File: src/rtl/uart_rx_buf_pkg.sv
// Shared UART definitions: bit timing default, field widths and receiver FSM encodings.
package uart_rx_buf_pkg;

  // 25 MHz clock / 115200 baud
  localparam int unsigned CLKS_PER_BIT_DEFAULT = 217;

  localparam int unsigned CNT_W     = 8;
  localparam int unsigned DATA_W    = 8;
  localparam int unsigned BIT_IDX_W = 3;

  typedef logic [CNT_W-1:0]     cnt_t;
  typedef logic [DATA_W-1:0]    data_t;
  typedef logic [BIT_IDX_W-1:0] bit_idx_t;

  typedef enum logic [2:0] {
    ST_IDLE      = 3'd0,
    ST_START     = 3'd1,
    ST_DATA      = 3'd2,
    ST_STOP      = 3'd3,
    ST_WAIT_IDLE = 3'd4
  } rx_state_e;

endpackage

File: src/rtl/sync_2ff.sv
// Two-flop synchronizer for a single asynchronous bit with a configurable reset value.
module sync_2ff #(
  parameter logic RST_VAL = 1'b1
) (
  input  logic i_Clock,
  input  logic i_Rst_L,
  input  logic i_Async,
  output logic o_Sync
);

  logic meta_q;

  // Metastability chain: first flop may go metastable, second resolves it
  always_ff @(posedge i_Clock or negedge i_Rst_L) begin
    if (!i_Rst_L) begin
      meta_q <= RST_VAL;
      o_Sync <= RST_VAL;
    end else begin
      meta_q <= i_Async;
      o_Sync <= meta_q;
    end
  end

endmodule

File: src/rtl/uart_rx_buf.sv
// 8N1 UART receiver with a one-byte holding register, valid/ready handshake,
// frame-error pulse and sticky overrun flag.
module uart_rx_buf
  import uart_rx_buf_pkg::*;
#(
  parameter int unsigned CLKS_PER_BIT = CLKS_PER_BIT_DEFAULT
) (
  input  logic              i_Clock,
  input  logic              i_Rst_L,
  input  logic              i_RX_Serial,
  input  logic              i_RX_Ready,
  input  logic              i_Err_Clr,
  output logic              o_RX_Valid,
  output logic [DATA_W-1:0] o_RX_Byte,
  output logic              o_Frame_Err,
  output logic              o_Overrun
);

  // Counter terminal values: full bit period and half bit period (start-bit centre)
  localparam cnt_t     BIT_LAST  = CNT_W'(CLKS_PER_BIT - 1);
  localparam cnt_t     HALF_LAST = CNT_W'((CLKS_PER_BIT / 2) - 1);
  localparam bit_idx_t IDX_LAST  = BIT_IDX_W'(DATA_W - 1);

  logic      rx_sync;
  rx_state_e state_q;
  rx_state_e state_d;
  cnt_t      cnt_q;
  bit_idx_t  bit_idx_q;
  data_t     shift_q;
  logic      valid_q;
  data_t     byte_q;
  logic      frame_err_q;
  logic      overrun_q;

  logic cnt_clr_c;
  logic cnt_inc_c;
  logic bit_clr_c;
  logic shift_c;
  logic stop_ok_c;
  logic stop_bad_c;
  logic accept_c;

  sync_2ff #(
    .RST_VAL (1'b1)
  ) u_sync (
    .i_Clock (i_Clock),
    .i_Rst_L (i_Rst_L),
    .i_Async (i_RX_Serial),
    .o_Sync  (rx_sync)
  );

  // FSM state register
  always_ff @(posedge i_Clock or negedge i_Rst_L) begin
    if (!i_Rst_L) begin
      state_q <= ST_IDLE;
    end else begin
      state_q <= state_d;
    end
  end

  // FSM next-state logic
  always_comb begin
    state_d = state_q;
    unique case (state_q)
      ST_IDLE: begin
        if (!rx_sync) state_d = ST_START;
      end
      ST_START: begin
        // Low at mid start bit confirms a real frame; high means a glitch
        if (cnt_q == HALF_LAST) state_d = rx_sync ? ST_IDLE : ST_DATA;
      end
      ST_DATA: begin
        if ((cnt_q == BIT_LAST) && (bit_idx_q == IDX_LAST)) state_d = ST_STOP;
      end
      ST_STOP: begin
        // Return to IDLE at mid stop bit so the next start edge is not missed
        if (cnt_q == BIT_LAST) state_d = rx_sync ? ST_IDLE : ST_WAIT_IDLE;
      end
      ST_WAIT_IDLE: begin
        if (rx_sync) state_d = ST_IDLE;
      end
      default: state_d = ST_IDLE;
    endcase
  end

  // FSM output decode: counter, shift and stop-bit strobes
  always_comb begin
    cnt_clr_c  = 1'b0;
    cnt_inc_c  = 1'b0;
    bit_clr_c  = 1'b0;
    shift_c    = 1'b0;
    stop_ok_c  = 1'b0;
    stop_bad_c = 1'b0;
    unique case (state_q)
      ST_IDLE: begin
        cnt_clr_c = 1'b1;
        bit_clr_c = 1'b1;
      end
      ST_START: begin
        bit_clr_c = 1'b1;
        if (cnt_q == HALF_LAST) cnt_clr_c = 1'b1;
        else                    cnt_inc_c = 1'b1;
      end
      ST_DATA: begin
        if (cnt_q == BIT_LAST) begin
          cnt_clr_c = 1'b1;
          shift_c   = 1'b1;
        end else begin
          cnt_inc_c = 1'b1;
        end
      end
      ST_STOP: begin
        if (cnt_q == BIT_LAST) begin
          cnt_clr_c  = 1'b1;
          stop_ok_c  = rx_sync;
          stop_bad_c = ~rx_sync;
        end else begin
          cnt_inc_c = 1'b1;
        end
      end
      ST_WAIT_IDLE: begin
        cnt_clr_c = 1'b1;
      end
      default: begin
        cnt_clr_c = 1'b1;
        bit_clr_c = 1'b1;
      end
    endcase
  end

  // A good byte is taken when the holding register is empty or being drained now
  assign accept_c = stop_ok_c & (~valid_q | i_RX_Ready);

  // Bit-clock counter, bit index and LSB-first shift register
  always_ff @(posedge i_Clock or negedge i_Rst_L) begin
    if (!i_Rst_L) begin
      cnt_q     <= '0;
      bit_idx_q <= '0;
      shift_q   <= '0;
    end else begin
      if (cnt_clr_c)      cnt_q <= '0;
      else if (cnt_inc_c) cnt_q <= cnt_q + CNT_W'(1);

      if (bit_clr_c)    bit_idx_q <= '0;
      else if (shift_c) bit_idx_q <= bit_idx_q + BIT_IDX_W'(1);

      if (shift_c) shift_q <= {rx_sync, shift_q[DATA_W-1:1]};
    end
  end

  // Holding register with valid/ready handshake and error flags
  always_ff @(posedge i_Clock or negedge i_Rst_L) begin
    if (!i_Rst_L) begin
      valid_q     <= 1'b0;
      byte_q      <= '0;
      frame_err_q <= 1'b0;
      overrun_q   <= 1'b0;
    end else begin
      if (accept_c) begin
        valid_q <= 1'b1;
        byte_q  <= shift_q;
      end else if (valid_q && i_RX_Ready) begin
        valid_q <= 1'b0;
      end

      frame_err_q <= stop_bad_c;

      // A fresh overrun takes priority over a clear in the same cycle
      if (stop_ok_c && !accept_c) overrun_q <= 1'b1;
      else if (i_Err_Clr)         overrun_q <= 1'b0;
    end
  end

  assign o_RX_Valid  = valid_q;
  assign o_RX_Byte   = byte_q;
  assign o_Frame_Err = frame_err_q;
  assign o_Overrun   = overrun_q;

endmodule

File: config.mk
export PLATFORM = sky130hd
export DESIGN_NAME = uart_rx_buf
export DESIGN_NICKNAME = d
export VERILOG_FILES = /design/src/rtl/uart_rx_buf_pkg.sv /design/src/rtl/sync_2ff.sv /design/src/rtl/uart_rx_buf.sv
export SDC_FILE = /design/constraint.sdc
export NUM_CORES = 1
export LEC_CHECK = 0
export CAP_MARGIN = 30
export CORE_ASPECT_RATIO = 1.75
export CORE_MARGIN = 5
export CORE_UTILIZATION = 50
export CTS_CLUSTER_DIAMETER = 150
export CTS_CLUSTER_SIZE = 28
export DETAILED_ROUTE_END_ITERATION = 7
export GPL_ROUTABILITY_DRIVEN = 0
export PLACE_DENSITY = 0.74
export SYNTH_ARGS = -nofsm -noshare
export SYNTH_HDL_FRONTEND = slang
export SYNTH_SLANG_ARGS = --single-unit
File: constraint.sdc
create_clock -name i_Clock -period 1.83 [get_ports i_Clock]
set_clock_uncertainty 0.05 [all_clocks]
set_input_delay 0.549 -clock i_Clock [delete_from_list [all_inputs] [get_ports i_Clock]]
set_output_delay 0.549 -clock i_Clock [all_outputs]
set_load 0.005 [all_outputs]
==> impl_metrics.json, run 1 <==
{
  "cts_root_buf": "clkbuf_8",
  "ctsHoldBuffers": 0,
  "die_w_um": 52.5,
  "crit_path_start_kind": "flop",
  "drv_slew": 0,
  "diodes": 0,
  "ir_drop_mv": 0.625,
  "wl_per_cell_um": 15.2,
  "synth.top_cell.area_share": 0.523,
  "path_max_fanout": 9,
  "ant_nets": 0,
  "power_leakage_nw": 0.977,
  "dp_hpwl_um": 2320,
  "power.density_mw_per_mm2": 667,
  "wl_um": 3120,
  "h-tree-depth": 2,
  "setup_viol_count_final": 7,
  "post_cts_buffers": 0,
  "syn_area_mm2": 0.00158,
  "die_h_um": 84.4,
  "fp-row-count": 27,
  "finalWorstSetupSlack_ns": -0.0193,
  "fin_nets": 170,
  "clk_latency_ns": 0.29,
  "ys_top_cells_by_area": "dfrtp_1 (52%), mux2_2 (11%), nor2_1 (3.6%), dfstp_2 (3.3%), ha_1 (3.2%)",
  "cts_buffers": 5,
  "worst_setup_path_end_kind": "flop",
  "dr.first_iter.drc_count": 13,
  "fillers": 254,
  "min_period_over_period": 1.01,
  "synth_flop_cell": "dfrtp_1",
  "syn_to_final_growth_pct": 27.9,
  "min_period_ns": 1.85,
  "cts_tree": "yes",
  "met1_usage": 0.193,
  "antenna_found_initial": 0,
  "synthArstFlopShare": 1.00,
  "busiest_layer": "met2",
  "core-area_mm2": 0.00311,
  "synth-seq-area-share": 0.556,
  "vias": 1074,
  "die_area_mm2": 0.00443,
  "hold_viol_final": 0,
  "path_class": "reg -> reg",
  "ys_seq_elements": 35,
  "clockBufferDepth": 2,
  "rsz0062_at_grt": "yes",
  "overflow": 0,
  "yosysWarnings": 0,
  "synth-edff-count": 0,
  "synth.avg_cell_area_um2": 12.6,
  "cts.clk_slew.worst_paths_ns": 0.07,
  "portBuffers": 15,
  "yosysUniqueCellTypes": 34,
  "drtPass1Iterations": 4,
  "start_util": 0.508,
  "failed_checks": "setup timing",
  "io_pins": 16,
  "slowest_delay_ns": 0.38,
  "gr-usage-met2": 0.291,
  "crit_required_ns": 1.96,
  "grt_max_degree": 36,
  "fmax_mhz": 541,
  "avgViaCountPerCell": 5.24,
  "layout-drive-gt1-share": 0.327,
  "status": "complete, but fails checks",
  "hold-worst-slack_ns": 0.314,
  "grt.total_usage": 0.173,
  "drc": 0,
  "cts_sinks": 35,
  "yosys-top-cells-count": "dfrtp_1 (33), mux2_2 (16), nor2_1 (15)",
  "tightest_slew_ns": 0.400,
  "grt_pass1_wl_um": 5620,
  "relSlewSlack": 0.726,
  "met3_usage": 0.0568,
  "dpl_worst_slack_ns": -0.123,
  "slowest_stage": "dfrtp_1",
  "worstPathCellList": "inv_1 > ha_2 > nand4b_4 > or2_4 > nor3_4 > buf_12 > mux2_2",
  "syn_nets": 134,
  "grt_pass1_vias": 1220,
  "yosysTopAreaCell": "dfrtp_1",
  "synth.most_common_cell": "dfrtp_1",
  "critPathArrivalTime_ns": 1.97,
  "hp-class": "reg -> reg",
  "maxCapViolCount": 0,
  "synth_cells": 125,
  "setup_tns_ns": -0.114
}
-- critical path: cells and delay by family (launching register included) --
family                     cells  cell delay (ns)
DFF                            1             0.38
adders and majority gates      1             0.18
buffers and inverters          2             0.21
muxes                          1             0.33
and+or+nand+nor                3             0.58
-- timing repair --
item | 4_1_cts | 5_1_grt
resized for setup | 4 | 1
pin swaps | 0 | 1
endpoints found under the setup margin | 15 | 17
endpoints found under the hold margin | 0 | 0
-- final timing paths --
check / start / end / cells after the start / slack, ns
worst min-delay path: u_sync.meta_q / u_sync.o_Sync / 0 / 0.31
worst max register to register: cnt_q[0] / shift_q[4] / 7 / -0.02
min in group asynchronous: i_Rst_L / cnt_q[0] / 2 / 0.58
max in group asynchronous: i_Rst_L / u_sync.meta_q / 2 / 0.91
worst max-delay path: cnt_q[0] / shift_q[4] / 7 / -0.02
worst min register to register: u_sync.meta_q / u_sync.o_Sync / 0 / 0.31
-- cell type report --
class / count / area [µm²] / area share
multi-input cells: 82 / 679 / 0.336
well taps: 43 / 53.8 / 0.0266
flip-flops and latches: 35 / 878 / 0.435
clock buffers: 6 / 72.6 / 0.0359
repair buffers: 32 / 305 / 0.151
inverters: 5 / 18.8 / 0.00929
clock inverters: 2 / 12.5 / 0.00619
-- through the flow --
step	utilization	total power, W	cell area, µm²	instances
4_1_cts	0.649	0.00137	2020	205
6_report	0.650	0.00135	2020	205
5_1_grt	0.650	0.00141	2020	205
3_3_place_gp	0.616	0.000824	1920	197
2_1_floorplan	-	0.000796	1580	125
3_5_place_dp	0.616	0.000825	1920	197
-- power breakdown --
group / switching (W) / internal, W
registers: 0.00000381 / 0.000778
logic: 0.0000159 / 0.0000123
clock network: 0.000272 / 0.000265
-- metal layers --
metal | part of all wire | wire length (µm)
met3 | 0.040 | 124
met5 | 0 | 0
met4 | 0.024 | 74
met2 | 0.57 | 1770
met1 | 0.37 | 1150
-- cells in the final DEF (no fill, tap or decap), types with 2 or more instances in the layout --
cell type | netlist | routed
nand3_1 | 6 | 6
a22oi_1 | 2 | 2
clkdlybuf4s50_1 | 0 | 14
mux2_2 | 16 | 15
dfrtp_1 | 33 | 33
buf_4 | 1 | 15
clkbuf_8 | 0 | 5
buf_12 | 0 | 2
xnor2_1 | 4 | 4
nor2_1 | 15 | 14
nor3_4 | 2 | 2
ha_1 | 4 | 3
nor4_1 | 2 | 2
inv_1 | 5 | 5
nor2b_1 | 3 | 3
xor2_1 | 2 | 2
a21oi_1 | 4 | 4
nand2_1 | 5 | 5
o2bb2ai_1 | 2 | 2
dfstp_2 | 2 | 2
-- flip-flops by register name, indices dropped and copies added, names as in the netlist --
signal	count
shift_q	8
bit_idx_q	3
cnt_q	8
o_Overrun	1
o_Frame_Err	1
o_RX_Valid	1
state_q	3
u_sync.o_Sync	1
u_sync.meta_q	1
o_RX_Byte	8
-- cell families after synthesis --
| family | Yosys count | share of synthesized area |
|---|---|---|
| buf+inv | 8 | 0.0253 |
| mux | 16 | 0.114 |
| compound gates | 15 | 0.0744 |
| simple gates | 41 | 0.165 |
| fa+ha+maj | 4 | 0.0317 |
| xor+xnor | 6 | 0.0333 |
| flops | 35 | 0.556 |
(Power assumes the default switching activity.)
==> run 2, diff against run 1 <==
==> constraint.sdc (replaced) <==
create_clock -name i_Clock -period 1.83 [get_ports i_Clock]
set_clock_uncertainty 0.05 [all_clocks]
set_input_delay 0.549 -clock i_Clock [delete_from_list [all_inputs] [get_ports i_Clock]]
set_output_delay 0.549 -clock i_Clock [all_outputs]
set_load 0.1 [all_outputs]
==> run 2 against run 1 <==
Against the previous run:
- the flow still finishes with violations (setup timing)
- first-iteration DRC count grew 15%
- register-to-register slack worse by 0.02 ns
- worst setup slack lost 0.019 ns
- core utilization increased by 5.0 points
- critical path depth is the same
- largest cell class unchanged
==> impl_metrics.json, run 2 (same netlist as run 1, synthesis figures left out) <==
{
  "dr.first_iter.drc_count": 15,
  "grt_pass1_vias": 1227,
  "slowest_stage": "dfrtp_1",
  "slowest_delay_ns": 0.38,
  "crit_required_ns": 1.95,
  "layout_commonest_cell": "dfrtp_1",
  "fp-row-count": 27,
  "final_area_mm2": 0.00218,
  "cts_tree": "yes",
  "ctsHoldBuffers": 0,
  "die_area_mm2": 0.00443,
  "wl_per_cell_um": 15.8,
  "pwr-share-comb": 0.019,
  "p_int_w": 0.00123,
  "core-area_mm2": 0.00311,
  "ir_drop_mv": 0.669,
  "clockBufferDepth": 2,
  "placedCellCount": 197,
  "diodes": 0,
  "portBuffers": 15,
  "p_seq_frac": 0.511,
  "swShare": 0.195,
  "power.switching_w": 0.000297,
  "clkPwrFrac": 0.470,
  "grt_pass1_wl_um": 5910,
  "min_period_ns": 1.87,
  "hold-worst-slack_ns": 0.308,
  "place_area_mm2": 0.00203,
  "critPathArrivalTime_ns": 1.99,
  "path_class": "reg -> reg",
  "crit_path_start_kind": "flop",
  "maxCapViolCount": 0,
  "dpl_worst_slack_ns": -0.120,
  "syn_to_final_growth_pct": 37.8,
  "min_period_over_period": 1.02,
  "cts_root_buf": "clkbuf_8",
  "ant_nets": 0,
  "clk_latency_ns": 0.28,
  "path_max_fanout": 9,
  "finalWorstSetupSlack_ns": -0.0387,
  "drv_slew": 0,
  "finalPower_w": 0.00153,
  "relSlewSlack": 0.691,
  "dp_hpwl_um": 2330,
  "power.density_mw_per_mm2": 702,
  "status": "complete, but fails checks",
  "start_util": 0.508,
  "power_leakage_nw": 1.03,
  "die_h_um": 84.4,
  "h-tree-depth": 2,
  "worstPathCellList": "inv_1 > ha_2 > nand4b_4 > or2_4 > nor3_4 > buf_12 > mux2_2",
  "fin_nets": 170,
  "hp-class": "reg -> reg",
  "fin_cells": 205,
  "setup_viol_count_final": 8,
  "layout-drive-gt1-share": 0.414,
  "overflow": 0,
  "vias": 1096,
  "hold_viol_final": 0,
  "io_pins": 16,
  "grt_max_degree": 36,
  "worst_setup_path_end_kind": "flop",
  "tightest_slew_ns": 0.462,
  "failed_checks": "setup timing",
  "drtPass1Iterations": 4,
  "rsz0062_at_grt": "yes",
  "drc": 0,
  "cts_sinks": 35,
  "mostFrequentLayoutCells": "dfrtp_1 (32), nor2_1 (14), mux2_2 (14), buf_4 (14), buf_12 (13)",
  "cts.clk_slew.worst_paths_ns": 0.07,
  "die_w_um": 52.5,
  "antenna_found_initial": 0,
  "wl_um": 3240,
  "grt.total_usage": 0.177,
  "avgViaCountPerCell": 5.35,
  "fmax_mhz": 535,
  "cts_buffers": 5
}
[run 2: power groups by stage]
stage                     combinational, W  clock [W]  sequential [W]
after global placement           0.0000290          0        0.000795
after global routing             0.0000327   0.000768        0.000781
final                            0.0000286   0.000718        0.000781
after CTS                        0.0000299   0.000725        0.000781
after detailed placement         0.0000300          0        0.000795
after floorplan                 0.00000393          0        0.000793
[run 2: area by class of cell]
cell class / count / area (µm²)
Clock inverter: 2 / 35.0
Timing Repair Buffer: 32 / 417
Fill cell: 226 / 931
Multi-Input combinational cell: 82 / 691
Tap cell: 43 / 53.8
Clock buffer: 6 / 82.6
Sequential cell: 35 / 880
Inverter: 5 / 18.8
[run 2: timing repair]
item                                    4_1_cts  5_1_grt
buffers inserted                              0        0
gates resized for setup                       3        5
pin swaps                                     0        1
endpoints found under the setup margin       16       21
[run 2: through the flow]
stage,utilization,TNS [ns]
after floorplan,-,-0.439
after global placement,0.652,-0.565
after detailed placement,0.652,-1.05
after CTS,0.695,-0.246
after global routing,0.700,-0.896
final,0.700,-0.216
[run 2: routing by layer]
metal,wire length (µm),vias to the layer above,part of all wire,GRT usage
met2,1790,25,0.55,0.295
met3,115,5,0.036,0.0355
li1,-,512,-,-
met5,0,-,0,0
met4,57,0,0.018,0.0674
met1,1280,554,0.39,0.218
[run 2: path summary, 6_finish.rpt]
path	slack, ns	endpoint	start	depth (start not counted)
worst max-delay path	-0.04	shift_q[5]	cnt_q[0]	7
worst min register to register	0.31	u_sync.o_Sync	u_sync.meta_q	0
min in group asynchronous	0.58	o_Frame_Err	i_Rst_L	2
worst min-delay path	0.31	u_sync.o_Sync	u_sync.meta_q	0
max in group asynchronous	0.90	u_sync.o_Sync	i_Rst_L	2
worst max register to register	-0.04	shift_q[5]	cnt_q[0]	7
[run 2: critical path, delay by kind of cell (launching register included)]
| family | cells | cell delay (ns) |
|---|---|---|
| simple gates | 3 | 0.60 |
| flops | 1 | 0.38 |
| mux | 1 | 0.33 |
| buf+inv | 2 | 0.22 |
| fa+ha+maj | 1 | 0.18 |
